==> config.mk <==
export PLATFORM = sky130hd
export DESIGN_NAME = execute_stage_p
export DESIGN_NICKNAME = d
export VERILOG_FILES = /design/src/rtl/execute_stage_p.sv
export SDC_FILE = /design/constraint.sdc
export NUM_CORES = 1
export LEC_CHECK = 0
export ABC_AREA = 1
export CAP_MARGIN = 10
export CORE_ASPECT_RATIO = 1.25
export CORE_MARGIN = 1.5
export CORE_UTILIZATION = 40
export DETAILED_ROUTE_END_ITERATION = 10
export PLACE_DENSITY = 0.7
export SYNTH_ARGS = -nofsm -noshare
export SYNTH_HDL_FRONTEND = slang
export SYNTH_SLANG_ARGS = --single-unit
==> constraint.sdc <==
create_clock -name clk -period 3.32 [get_ports clk]
set_input_delay 0.83 -clock clk [delete_from_list [all_inputs] [get_ports clk]]
set_output_delay 0.83 -clock clk [all_outputs]
set_load 0.01 [all_outputs]
==> src/rtl/execute_stage_p.sv <==
`default_nettype none
// ============================================================================
// Module   : execute_stage_p
// Brief    : Pipelined execute stage with ALU, flag-based branches, iterative
//            shifter and a valid/ready output register.
// Revision : 1.0 - initial release
// ============================================================================
module execute_stage_p #(
  parameter int DATA_W     = 16,
  parameter int IMM_W      = 7,
  parameter int REG_IDX_W  = 5,
  parameter int SHIFT_STEP = 1,
  parameter bit SIGNED_CMP = 1'b1
) (
  input  logic                 clk,
  input  logic                 rst_n,
  input  logic                 flush,
  input  logic                 in_valid,
  output logic                 in_ready,
  input  logic [3:0]           opcode,
  input  logic [REG_IDX_W-1:0] dest_index_in,
  input  logic [DATA_W-1:0]    reg1_data,
  input  logic [DATA_W-1:0]    reg2_data,
  input  logic [DATA_W-1:0]    npc,
  input  logic [IMM_W-1:0]     immediate,
  output logic                 out_valid,
  input  logic                 out_ready,
  output logic [3:0]           opcode_out,
  output logic [REG_IDX_W-1:0] dest_index_out,
  output logic [DATA_W-1:0]    result_out,
  output logic [DATA_W-1:0]    store_data_out,
  output logic                 dest_reg_write_en,
  output logic                 branch_taken,
  output logic [DATA_W-1:0]    target,
  output logic                 ZF,
  output logic                 GF,
  output logic                 LF,
  output logic                 busy
);

  localparam int c_AMT_W  = $clog2(DATA_W);
  localparam int c_STEP_W = c_AMT_W + 1;
  localparam logic [c_STEP_W-1:0] c_STEP = c_STEP_W'(SHIFT_STEP);

  localparam logic [3:0] c_OP_SUB    = 4'h1;
  localparam logic [3:0] c_OP_ADD    = 4'h2;
  localparam logic [3:0] c_OP_ADDI   = 4'h3;
  localparam logic [3:0] c_OP_SHLLI  = 4'h4;
  localparam logic [3:0] c_OP_SHRLI  = 4'h5;
  localparam logic [3:0] c_OP_JUMP   = 4'h6;
  localparam logic [3:0] c_OP_JUMPL  = 4'h7;
  localparam logic [3:0] c_OP_JUMPG  = 4'h8;
  localparam logic [3:0] c_OP_JUMPE  = 4'h9;
  localparam logic [3:0] c_OP_JUMPNE = 4'hA;
  localparam logic [3:0] c_OP_CMP    = 4'hB;
  localparam logic [3:0] c_OP_LOAD   = 4'hC;
  localparam logic [3:0] c_OP_LOADI  = 4'hD;
  localparam logic [3:0] c_OP_STORE  = 4'hE;
  localparam logic [3:0] c_OP_MOV    = 4'hF;

  typedef enum logic [0:0] {S_IDLE = 1'b0, S_SHIFT = 1'b1} state_t;

  state_t                 r_state;
  logic                   r_out_valid, r_we, r_br, r_zf, r_gf, r_lf, r_shift_left;
  logic [3:0]             r_opcode;
  logic [REG_IDX_W-1:0]   r_dest, r_pend_dest;
  logic [DATA_W-1:0]      r_result, r_store, r_target, r_pend_target, r_shift_val;
  logic [c_AMT_W-1:0]     r_shift_rem;

  logic [DATA_W-1:0]      w_imm_sext, w_imm_zext, w_target, w_result, w_store, w_shift_next;
  logic [c_AMT_W-1:0]     w_amt, w_rem_next;
  logic [c_STEP_W-1:0]    w_step;
  logic                   w_we, w_br, w_eq, w_gt, w_lt, w_out_free, w_accept, w_start_shift;

  assign w_imm_sext    = {{(DATA_W-IMM_W){immediate[IMM_W-1]}}, immediate};
  assign w_imm_zext    = {{(DATA_W-IMM_W){1'b0}}, immediate};
  assign w_target      = npc + w_imm_sext;
  assign w_amt         = immediate[c_AMT_W-1:0];
  assign w_start_shift = ((opcode == c_OP_SHLLI) || (opcode == c_OP_SHRLI)) && (w_amt != '0);
  assign w_out_free    = !r_out_valid || out_ready;
  assign in_ready      = rst_n && !flush && (r_state == S_IDLE) && w_out_free;
  assign w_accept      = in_valid && in_ready;

  assign w_eq = (reg1_data == reg2_data);
  assign w_gt = SIGNED_CMP ? ($signed(reg1_data) > $signed(reg2_data)) : (reg1_data > reg2_data);
  assign w_lt = SIGNED_CMP ? ($signed(reg1_data) < $signed(reg2_data)) : (reg1_data < reg2_data);

  // The last step is clipped so a step wider than the remainder never overshoots.
  assign w_step       = ({1'b0, r_shift_rem} < c_STEP) ? {1'b0, r_shift_rem} : c_STEP;
  assign w_shift_next = r_shift_left ? (r_shift_val << w_step) : (r_shift_val >> w_step);
  assign w_rem_next   = r_shift_rem - w_step[c_AMT_W-1:0];

  always_comb begin
    w_result = '0;
    w_store  = '0;
    w_we     = 1'b0;
    w_br     = 1'b0;
    case (opcode)
      c_OP_SUB:                 begin w_result = reg1_data - reg2_data;  w_we = 1'b1; end
      c_OP_ADD:                 begin w_result = reg1_data + reg2_data;  w_we = 1'b1; end
      c_OP_ADDI, c_OP_LOAD:     begin w_result = reg1_data + w_imm_sext; w_we = 1'b1; end
      c_OP_SHLLI, c_OP_SHRLI:   begin w_result = reg1_data;              w_we = 1'b1; end
      c_OP_LOADI:               begin w_result = w_imm_zext;             w_we = 1'b1; end
      c_OP_MOV:                 begin w_result = reg1_data;              w_we = 1'b1; end
      c_OP_STORE:               begin w_result = reg1_data + w_imm_sext; w_store = reg2_data; end
      c_OP_JUMP:                w_br = 1'b1;
      c_OP_JUMPL:               w_br = r_lf;
      c_OP_JUMPG:               w_br = r_gf;
      c_OP_JUMPE:               w_br = r_zf;
      c_OP_JUMPNE:              w_br = !r_zf;
      default:                  ;
    endcase
  end

  always_ff @(posedge clk) begin
    if (!rst_n) begin
      r_state       <= S_IDLE;
      r_out_valid   <= 1'b0;
      r_opcode      <= '0;
      r_dest        <= '0;
      r_result      <= '0;
      r_store       <= '0;
      r_we          <= 1'b0;
      r_br          <= 1'b0;
      r_target      <= '0;
      r_zf          <= 1'b0;
      r_gf          <= 1'b0;
      r_lf          <= 1'b0;
      r_shift_val   <= '0;
      r_shift_rem   <= '0;
      r_shift_left  <= 1'b0;
      r_pend_dest   <= '0;
      r_pend_target <= '0;
    end else if (flush) begin
      r_state     <= S_IDLE;
      r_out_valid <= 1'b0;
      r_br        <= 1'b0;
      r_we        <= 1'b0;
    end else if (r_state == S_SHIFT) begin
      r_shift_val <= w_shift_next;
      r_shift_rem <= w_rem_next;
      // A finished shift parks here until the output register is free.
      if ((w_rem_next == '0) && w_out_free) begin
        r_state     <= S_IDLE;
        r_out_valid <= 1'b1;
        r_opcode    <= r_shift_left ? c_OP_SHLLI : c_OP_SHRLI;
        r_dest      <= r_pend_dest;
        r_result    <= w_shift_next;
        r_store     <= '0;
        r_we        <= 1'b1;
        r_br        <= 1'b0;
        r_target    <= r_pend_target;
      end else if (out_ready) begin
        r_out_valid <= 1'b0;
      end
    end else if (w_accept) begin
      if (w_start_shift) begin
        r_state       <= S_SHIFT;
        r_out_valid   <= 1'b0;
        r_shift_val   <= reg1_data;
        r_shift_rem   <= w_amt;
        r_shift_left  <= (opcode == c_OP_SHLLI);
        r_pend_dest   <= dest_index_in;
        r_pend_target <= w_target;
      end else begin
        r_out_valid <= 1'b1;
        r_opcode    <= opcode;
        r_dest      <= dest_index_in;
        r_result    <= w_result;
        r_store     <= w_store;
        r_we        <= w_we;
        r_br        <= w_br;
        r_target    <= w_target;
      end
      if (opcode == c_OP_CMP) begin
        r_zf <= w_eq;
        r_gf <= w_gt;
        r_lf <= w_lt;
      end
    end else if (out_ready) begin
      r_out_valid <= 1'b0;
    end
  end

  assign out_valid         = r_out_valid;
  assign opcode_out        = r_opcode;
  assign dest_index_out    = r_dest;
  assign result_out        = r_result;
  assign store_data_out    = r_store;
  assign dest_reg_write_en = r_we;
  assign branch_taken      = r_br;
  assign target            = r_target;
  assign ZF                = r_zf;
  assign GF                = r_gf;
  assign LF                = r_lf;
  assign busy              = (r_state == S_SHIFT);

endmodule
`default_nettype wire

* After elaboration in Yosys (flattened, before gate mapping)
Cells that the tools add are included.
** Word-level totals
- Bits of input ports :: 69
- Output and inout bits :: 65
- Register bits :: 106
- Logic and storage cells :: 122
** Operators by class
- Shifts and indexed selects :: 2
- Bitwise logic cells :: 3
- Reductions and logical operators :: 24
- Equality and inequality tests :: 18
- Magnitude comparators :: 3
- Multiplexer cells :: 50
- Add/sub/neg operators :: 5
** Operator list (number)
- $mux 16 :: 17
- $pmux 16 s5 :: 1
- $add 16x16->16 :: 3
- $eq 4x4->1 const B :: 8
- $mux 4 :: 8
- $mux 5 :: 4
- $mux 1 :: 19
- $eq 16x16->1 :: 1
- $eq 4x3->1 const B :: 4
- $gt 16x16->1 :: 1
- $lt 16x16->1 :: 1
- $shl 16x4->16 :: 1
- $shr 16x4->16 :: 1
- $sub 16x16->16 :: 1
- $reduce_and 4->1 :: 3
- $eq 4x2->1 const B :: 2
- $reduce_or 8->1 :: 1
- $logic_and 1x1->1 :: 6
- $reduce_and 3->1 :: 2
- $reduce_or 3->1 :: 2
- $pmux 1 s5 :: 1
- $eq 4x1->1 const B :: 1
- $logic_not 4->1 :: 1
- $lt 4x1->1 const B :: 1
- other kinds (9) :: 15

* Depth between registers and ports, before layout
Gate-level depths: netlist of run 1.
- Depth in word-level cells :: 7
- Depth in mapped cells :: 22
- Gate-level depth less buffers :: 22

* Worst setup path before layout of run 1
Ideal clock, no wire load.
- Path type :: input port to flip-flop
- Start point :: in opcode[2]
- End point :: reg r_result[7], in the netlist result_out[7]
- Path slack :: 299 ps
- Cell stages on the path :: 16
- Setup time :: 119 ps
- Path buffers :: 2
- Data arrival time :: 2902 ps
- Required time :: 3201 ps
- Path through :: nor2_1 > nand2_1 > nand3_2 > buf_4 > clkbuf_1 > o21ai_0 > ha_1 > a21oi_1 > nand2_1 > nand2_1 > nand2_1 > or2_2 > nand3_1 > nand3_1 > nand2_1 > a21oi_1
** Between the ends
- Cells in the longest elaborated chain, start to end :: 6
- Elaborated cells between the ends (all ways) :: 19
- Classes of those cells :: eq/ne: 10; mux: 4; reduce/logical: 5
** Ends and longest elaborated chain
- from (decl) :: line 20 : input logic [3:0] opcode,
- $eq 4x2->1 (tied with other cells) :: line 98 : case (opcode)
- $reduce_or 3->1 (no line)
- $pmux 16 s5 :: line 98
- $mux 16 :: line 157 : if (w_start_shift) begin
- $mux 16 :: line 156 : end else if (w_accept) begin
- $mux 16 :: line 139 : end else if (r_state == S_SHIFT) begin
- to (signal assigned) :: line 148 : r_result <= w_shift_next;
- to (signal assigned) :: line 169 : r_result <= w_result;
- to (decl) :: line 67 : logic [DATA_W-1:0] r_result, r_store, r_target, r_pend_target, r_shift_val;
Parallel ways exist; a longest one is shown, timed or not. The select of a mux whose other input is x is not followed.
A chain may end at the register's enable or synchronous reset.

* Worst setup path in the final report of run 1
- Start point :: in flush
- End point :: out in_ready
** Between the ends
- Cells in the longest elaborated chain, start to end :: 4
** Ends and longest elaborated chain
- from (decl) :: line 17 : input logic flush,
- $logic_not 1->1 :: line 81 : assign in_ready = rst_n && !flush && (r_state == S_IDLE) && w_out_free;
- $logic_and 1x1->1 (3 in series) :: line 81
- to (decl) :: line 19 : output logic in_ready,
Every way passes these cells.

==> metrics.txt, run 1 <==
share of cells above drive strength 1 0.0951; sequential cell area 2120 sq um; FFs w/ async S/R, synth 0; Reg clk slew, reported paths 0.08 ns; H-tree levels 3; Worst VDD drop 0.249 mV; Inserted Clock Buffers 9; Cell Chain, Critical Path clkdlybuf4s50_1 -> inv_2 -> nand2_4 -> nor3_4 -> clkdlybuf4s50_1; largest net degree at the start of global routing 80; synthesized area per cell 6.39 sq um; global-route wire length before repair 43000 um; status finished, final reports clean; antenna-violating nets left 0; Buffers on Ports 133; Clock Sinks 106; Gate Count Post-Synth 1232; CP Data Required Time 2.49 ns; Yosys top cell area share 0.270; Pleak 4.73 nW; postcts setup bufs 0; EDFF count, synth 0; Fillers 1966; Non-Filler Instances 1674; Synth Net Count 1354; Tmin final 3.07 ns; clk_lat worst skew 0.37 ns; Max-Cap Viols 0; Period Utilization, post-route 0.925; die area 20500 sq um; synth warn 0; top post-synthesis cells by area dfxtp_1, nand2_1, a21oi_1; largest family of logic cells by synthesized area simple AND/OR/NAND/NOR gates; # hold bufs at CTS 0; initial antenna violation count 1; final setup violating endpoints 0; Final Skew 0.0113 ns; I/O pin count 134; Total Power 3.51 mW; post-synthesis sequential area ratio 0.270; drt wl/cell 16.1 um; Initial Utilization 0.407; Yosys top cell by area dfxtp_1; area grow syn2layout 30.2%; Hold Path Class reg -> reg; Synth top cells by count nand2_1, a21oi_1, inv_1; PD cells 342 nW/um^2; CTS tree yes; GPL Wtd Cong 0.945; count of final hold-check violations 0; count of unique library cells instantiated by Yosys 48; fin. max-slew vios 0; clock tree root buffer cell clkbuf_16; Vias 8833; Yosys reg bits 106; Synth Area in Compound Gates 0.232; DP HPWL 21100 um; number of remaining DRC errors 0; TNS Setup 0 ns; CTS max path bufs 2; Top FF cell, synth dfxtp_1; multi-input logic area 4940 sq um; Die Height 160 um; WHS 0.466 ns; crit path launch type primary input; Post-Synth XOR/XNOR Area 0.0134; CP max stage delay 0.56 ns; Critical Path AT 2.24 ns; relative slew slack 0.496; Vias/cell 5.28; drt first pass iters 5; Synth Cell Area 7870 sq um; Inst Count DP 1658; fmax 326 MHz; multiplexer share of the synthesized area 0; final wirelength 27000 um; all-layer global routing usage 0.265; post-placement setup slack -0.385 ns; top-count cell post-synth nand2_1; layout net count 1526; Slowest-stage cell, CP clkdlybuf4s50_1; worst-path fanout max 4; CP Class in -> out; number of global-route vias before repair 8298; GRT Residual Overflow 0; CP most frequent cell clkdlybuf4s50_1; core area 19300 sq um; slew at the pin closest to its max-slew limit 0.756 ns; # diodes 0; Die Wd 128 um; Post-Synth Adder-Cell Area 0.0871; row cnt 57; unrepaired setup endpoints after global routing false; Synth Area in Simple Gates 0.293; crit end category primary output; setup slack after layout 0.250 ns; Iter 0 DRT Violations 627
through the flow:
stage	area, sq um	utilization
after global routing	10200	0.530
after global placement	9900	0.512
after detailed placement	9900	0.512
after floorplan	7870	-
final	10200	0.530
after CTS	10200	0.529
state kept, by name, indices dropped and copies added (netlist names):
name / cells
dest_index_out: 5
target: 16
branch_taken: 1
r_pend_target: 16
store_data_out: 16
ZF: 1
r_shift_left: 1
dest_reg_write_en: 1
out_valid: 1
r_shift_rem: 4
GF: 1
r_pend_dest: 5
result_out: 16
LF: 1
busy: 1
opcode_out: 4
r_shift_val: 16
repair_timing:
| item | CTS | global route |
|---|---|---|
| gates resized for setup | 0 | 14 |
| hold endpoints to repair | 0 | 0 |
| endpoints found under the setup margin | 0 | 12 |
cell type report:
| cell class | count | share of cell area |
|---|---|---|
| clock buffers | 9 | 0.0220 |
| repair buffers | 215 | 0.195 |
| inverters | 143 | 0.0525 |
| clock inverters | 7 | 0.00891 |
| flip-flops and latches | 106 | 0.207 |
| multi-input cells | 929 | 0.483 |
| well taps | 265 | 0.0324 |
layer usage:
layer  share of wire  track usage  wire [um]  vias to the layer above
met5         0.00041            0         11                        -
met4           0.043        0.121       1150                        2
met3           0.049       0.0415       1340                       59
met2            0.48        0.444      12800                      238
met1            0.43        0.333      11700                     4055
li1                -            -          -                     4479
critical path: cells and delay by family:
kind | cells | cell delay [ns]
AND/OR/NAND/NOR | 2 | 0.26
buffers and inverters | 3 | 1.16
worst paths after layout:
| path | from | end | slack [ns] | cells past startpoint |
|---|---|---|---|---|
| worst max-delay path | flush | in_ready | 0.25 | 5 |
| worst min-delay path | store_data_out[13] | store_data_out[13] | 0.47 | 2 |
| worst max register to register | r_shift_rem[2] | opcode_out[2] | 1.12 | 13 |
| worst min register to register | store_data_out[13] | store_data_out[13] | 0.47 | 2 |
report_power, final:
part	leakage, nW	internal, mW	switching, mW
clock	0.152	0.543	0.593
combinational	3.72	0.460	0.599
sequential	0.857	1.30	0.0154
total	4.73	2.30	1.21
cells by family after synthesis:
group | count (synthesis)
buf+inv | 197
fa+ha+maj | 53
flops | 106
compound gates | 334
xor+xnor | 12
simple gates | 530
placed cells by master (no fill, tap or decap), drive strengths merged, types with 2 or more instances in the layout:
cell / n
a211oi: 5
a21o: 5
a21oi: 139
a31oi: 21
and2: 4
buf: 83
clkbuf: 9
clkdlybuf4s50: 128
clkinv: 8
dfxtp: 106
dlymetal6s2s: 4
fa: 3
ha: 50
inv: 142
nand2: 298
nand3: 105
nand3b: 10
nand4: 12
nor2: 83
nor3: 9
o211ai: 13
o21a: 3
o21ai: 130
o21bai: 9
o221ai: 2
o22ai: 4
or2: 7
xnor2: 6
xor2: 6
Power figures use the tool's default switching activity.
==> run 2: changes to the inputs <==
==> constraint.sdc (replaced) <==
create_clock -name clk -period 3.4 [get_ports clk]
set_input_delay 0.85 -clock clk [delete_from_list [all_inputs] [get_ports clk]]
set_output_delay 0.85 -clock clk [all_outputs]
set_load 0.01 [all_outputs]
==> metrics.txt, run 2 (synthesis gave the netlist of run 1 again) <==
Hold Path Class reg -> reg; clock tree root buffer cell clkbuf_16; drt first pass iters 6 (+1); unrepaired setup endpoints after global routing false; CTS max path bufs 2 (unchanged); WP depth 5 (unchanged); Period Utilization, post-route 0.919; Gate power share 0.306 (+0.004); share of power burned in registers 0.371 (-0.003); worst r2r dst result_out[14]; Buffers on Ports 133 (unchanged); r2r worst-path depth 9 (-4); Iter 0 DRT Violations 559 (-11%); Vias 8888 (+0.62%); PD cells 337 nW/um^2 (-1.6%); CP max stage delay 0.56 ns (about the same); die area 20500 sq um (unchanged); # hold bufs at CTS 0 (unchanged); Tmin final 3.13 ns; core area 19300 sq um (unchanged); most common cell after layout, fill and taps aside nand2_1; fin area 10200 sq um (-0.11%); area grow syn2layout 30.1%; Die Wd 128 um (unchanged); cell-internal power 2.26 mW (-1.9%); dpl cell area 9860 sq um (-0.35%); largest net degree at the start of global routing 80 (unchanged); count of final hold-check violations 0 (unchanged); most frequent cells in the layout nand2_1, a21oi_1, inv_1; Clock Sinks 106 (unchanged); final wirelength 27400 um (+1.3%); Inserted Clock Buffers 9 (unchanged); I/O pin count 134 (unchanged); GPL Wtd Cong 0.948 (+0.35%); CP delay by family, top buffers and inverters; H-tree levels 3 (unchanged); row cnt 57 (unchanged); WHS 0.465 ns (-0.00160 ns); layout net count 1523 (-0.20%); number of remaining DRC errors 0 (unchanged); Psw 1.19 mW (-1.4%); number of global-route vias before repair 8265 (-0.40%); relative slew slack 0.415 (-0.0807); Cell Chain, Critical Path clkdlybuf4s50_1 -> inv_2 -> nand2_4 -> nor3_4 -> clkdlybuf4s50_1; worst reg-to-reg setup slack 0.99 ns (-0.13 ns); Initial Utilization 0.407 (unchanged); share of cells above drive strength 1 0.0967 (+0.00163); Die Height 160 um (unchanged); reg-to-reg critical path startpoint busy; initial antenna violation count 0 (-1); # diodes 0 (unchanged); clk_lat worst skew 0.37 ns (about the same); Bufs and invs on worst path 3 (unchanged); slew at the pin closest to its max-slew limit 0.876 ns (+0.120 ns); Reg clk slew, reported paths 0.08 ns (about the same); Critical Path AT 2.28 ns (+0.04 ns); Slowest-stage cell, CP clkdlybuf4s50_1; antenna-violating nets left 0 (unchanged); CP Class in -> out; CP most frequent cell clkdlybuf4s50_1; Pleak 4.71 nW (-0.31%); final setup violating endpoints 0 (unchanged); all-layer global routing usage 0.266 (+0.000940); status finished, final reports clean; Max-Cap Viols 0 (unchanged); fmax 320 MHz; sw frac 0.345 (+0.00103); DP HPWL 21200 um (+0.78%); worst-path fanout max 4 (unchanged); Final Skew 0.0106 ns (-0.000748 ns); crit path launch type primary input; CP Data Required Time 2.55 ns (+0.06 ns); CTS tree yes; global-route wire length before repair 43000 um (about the same); crit path capture in_ready; fin. max-slew vios 0 (unchanged); CP Launch Point flush; GRT Residual Overflow 0 (unchanged); crit end category primary output; drt wl/cell 16.4 um (+1.5%); Worst VDD drop 0.294 mV (+18%); share of power burned in the clock network 0.323 (about the same); Vias/cell 5.32 (+0.80%)
run 2: cell types whose count changed in the layout (fill, tap and decap cells not counted), sizes merged:
| cell | change |
|---|---|
| buf | -3 |
| inv | +2 |
| clkinv | -2 |
run 2: layout make-up:
class | count | area [sq um]
fillers | 1950 | 9090
multi-input cells | 929 | 4970
clock buffers | 9 | 225
repair buffers | 212 | 1960
inverters | 143 | 538
flip-flops and latches | 106 | 2120
well taps | 265 | 332
clock inverters | 7 | 88.8
run 2: worst min path at each step:
stage | end | cells past startpoint | slack (ns) | start
finish | store_data_out[13] | 2 | 0.46 | store_data_out[13]
detailed placement | store_data_out[13] | 2 | 0.45 | store_data_out[13]
global route | store_data_out[13] | 2 | 0.49 | store_data_out[13]
global placement | store_data_out[12] | 2 | 0.45 | store_data_out[12]
CTS | store_data_out[13] | 2 | 0.47 | store_data_out[13]
floorplan | r_shift_rem[3] | 2 | 0.44 | r_shift_rem[3]
run 2: power groups by stage:
stage          clock, mW  sequential [mW]  combinational [mW]
2_1_floorplan          0             1.31               0.584
3_3_place_gp           0             1.31                1.03
3_5_place_dp           0             1.31                1.03
4_1_cts             1.14             1.28                1.04
5_1_grt             1.18             1.28                1.17
6_report            1.11             1.28                1.05
run 2: repair_timing:
action / in CTS / in global routing
buffers inserted: 0 / 0
gates resized for setup: 0 / 22
setup endpoints to repair: 0 / 12
run 2: worst min-delay path, cell delays in order, from the launching register on:
cell     delay, ns
dfxtp_1       0.32
nand2_1       0.06
a21oi_1       0.05
run 2: routing by layer:
metal  GRT usage  share of wire
met5           0              0
met4       0.107          0.035
met3      0.0322          0.044
met2       0.458           0.49
met1       0.336           0.43
run 2: metrics by stage:
stage | util | setup TNS (ns) | setup slack (ns) | power [mW] | instances
2_1_floorplan | - | 0 | 0.359 | 1.90 | 1232
3_3_place_gp | 0.510 | -1.82 | -0.204 | 2.33 | 1655
3_5_place_dp | 0.510 | -2.87 | -0.296 | 2.34 | 1655
4_1_cts | 0.527 | 0 | 0.0980 | 3.45 | 1671
5_1_grt | 0.530 | 0 | 0.184 | 3.64 | 1671
6_report | 0.530 | 0 | 0.274 | 3.45 | 1671
==> variant: new RTL, config.mk and constraints of run 1 <==
The parameter `IMM_W` goes from 7 to 14.
--- a/src/rtl/execute_stage_p.sv
+++ b/src/rtl/execute_stage_p.sv
@@ -8,5 +8,5 @@
 module execute_stage_p #(
   parameter int DATA_W     = 16,
-  parameter int IMM_W      = 7,
+  parameter int IMM_W      = 14,
   parameter int REG_IDX_W  = 5,
   parameter int SHIFT_STEP = 1,
Interface: changed (resized immediate); port bits go from 134 to 141. No check against the original RTL was run, so the function may have changed too.
==> variant against run 1 <==
- routed wire length increased by 4.6%
- area after synthesis decreased by 0.33%
- power increased by 0.18%
- setup slack got worse by 0.093 ns
- sequential cell count unchanged
- via count increased by 2.7%
- final area increased by 0.56%
- critical path type unchanged
- highest routed layer is now met4
==> variant: results (changes against run 1) <==
Status
  – Run status: complete, no violations

Layout
  – Final Util: 53.3% (+0.30 points)
  – Multi-input gate area: 4930 um2 (-0.28%)
  – Layout fillers: 1936 (-1.5%)
  – Layout clock area frac: 3.01% (-0.078 points)
  – Non-CTS buffers: 219 (+1.9%)
  – Final net count: 1544 (+1.2%)
  – Signal buf overhead: 20.1% (+0.64 points)
  – Sequential fraction of total cell area: 20.6% (-0.12 points)
  – Share of layout cells above drive strength 1: 8.66% (-0.85 points)

Yosys
  – Commonest cells in the netlist: 298 x nand2_1, 143 x a21oi_1, 137 x inv_1
  – Seq/Total Area, Yosys: 27.1% (+0.090 points)
  – Library cells used by synthesis: 45 (-6.3%)
  – Syn Nets: 1370 (+1.2%)
  – Synth Flop Type: dfxtp_1

Worst setup path
  – Critical path arrival: 2.33 ns (+0.09 ns)
  – R2r startpoint: busy$_SDFF_PP0_
  – Worst r2r path cells: 6 (-7)

Global route
  – Tot GR Track Use: 27.5% (+0.92 points)
  – Initial antenna violation count: 0 (-1)
  – Grt met3 use: 4.30% (+0.15 points)
  – First-pass GRT wire length: 44100 um (+2.6%)

Power and ir drop
  – Leak: 4.71 nW (-0.40%)
  – Switching Fraction: 34.5% (+0.063 points)
  – Clock share of power: 32.1% (-0.3 points)
  – Internal power: 2.30 mW (about the same)
  – Peak supply drop: 0.000237 V (-4.5%)

Route
  – DRT iter0 DRCs: 707 (+13%)
  – First-pass iteration count of the detailed router: 5 (unchanged)
  – Final WL: 28300 um (+4.6%)
  – Met1 wire length: 12200 um (+5.0%)
  – Top routing layer used: met4
  – WL met2: 13100 um (+1.7%)
  – WL met3: 1890 um (+41%)

Place
  – Gpl congestion: 1.02 (+8.3%)
  – Post-placement cell area: 9960 um2 (+0.64%)
  – IO buf count: 140 (+5.3%)
  – Dpl ws: -0.409 ns (-0.0237 ns)

STA
  – Min Hold Slack: 0.471 ns (+0.00489 ns)
  – Slew headroom: 50.6% (+0.98 points)
  – F_max: 0.316 GHz (-2.9%)

Die
  – Die W: 128 um (-0.16%)

Min path
  – Hold worst-path end: store_data_out[10]$_SDFFE_PN0P_

Clock network
  – Clock sinks: 106 (unchanged)
==> variant: changes by cell type after synthesis, sizes merged, moves of 3 or more <==
cell | run 1 | this run
a22oi | 1 | 8
nor2 | 83 | 76
a21oi | 139 | 143
nand2 | 298 | 302
nand3 | 105 | 109
o21ai | 130 | 134
nand4 | 12 | 9
==> variant: timing repair <==
action                     in CTS  in global routing
resized for setup               1                 14
setup endpoints to repair       3                 12
buffers inserted                0                  1
==> variant: worst max-delay path: stages <==
cell and delay [ns]:
clkdlybuf4s50_1 0.47, inv_2 0.18, nand2_2 0.12, nor3_4 0.18
clkdlybuf4s50_1 0.55
==> variant: kinds of logic after synthesis <==
logic type               Yosys count  share of synthesized area, %
AO/OA/AOI/OAI                    343                          23.7
XOR/XNOR                          12                          1.34
adder cells (fa/ha/maj)           53                          8.74
buffers and inverters            199                          10.3
flip-flops                       106                          27.1
AND/OR/NAND/NOR                  528                          28.8
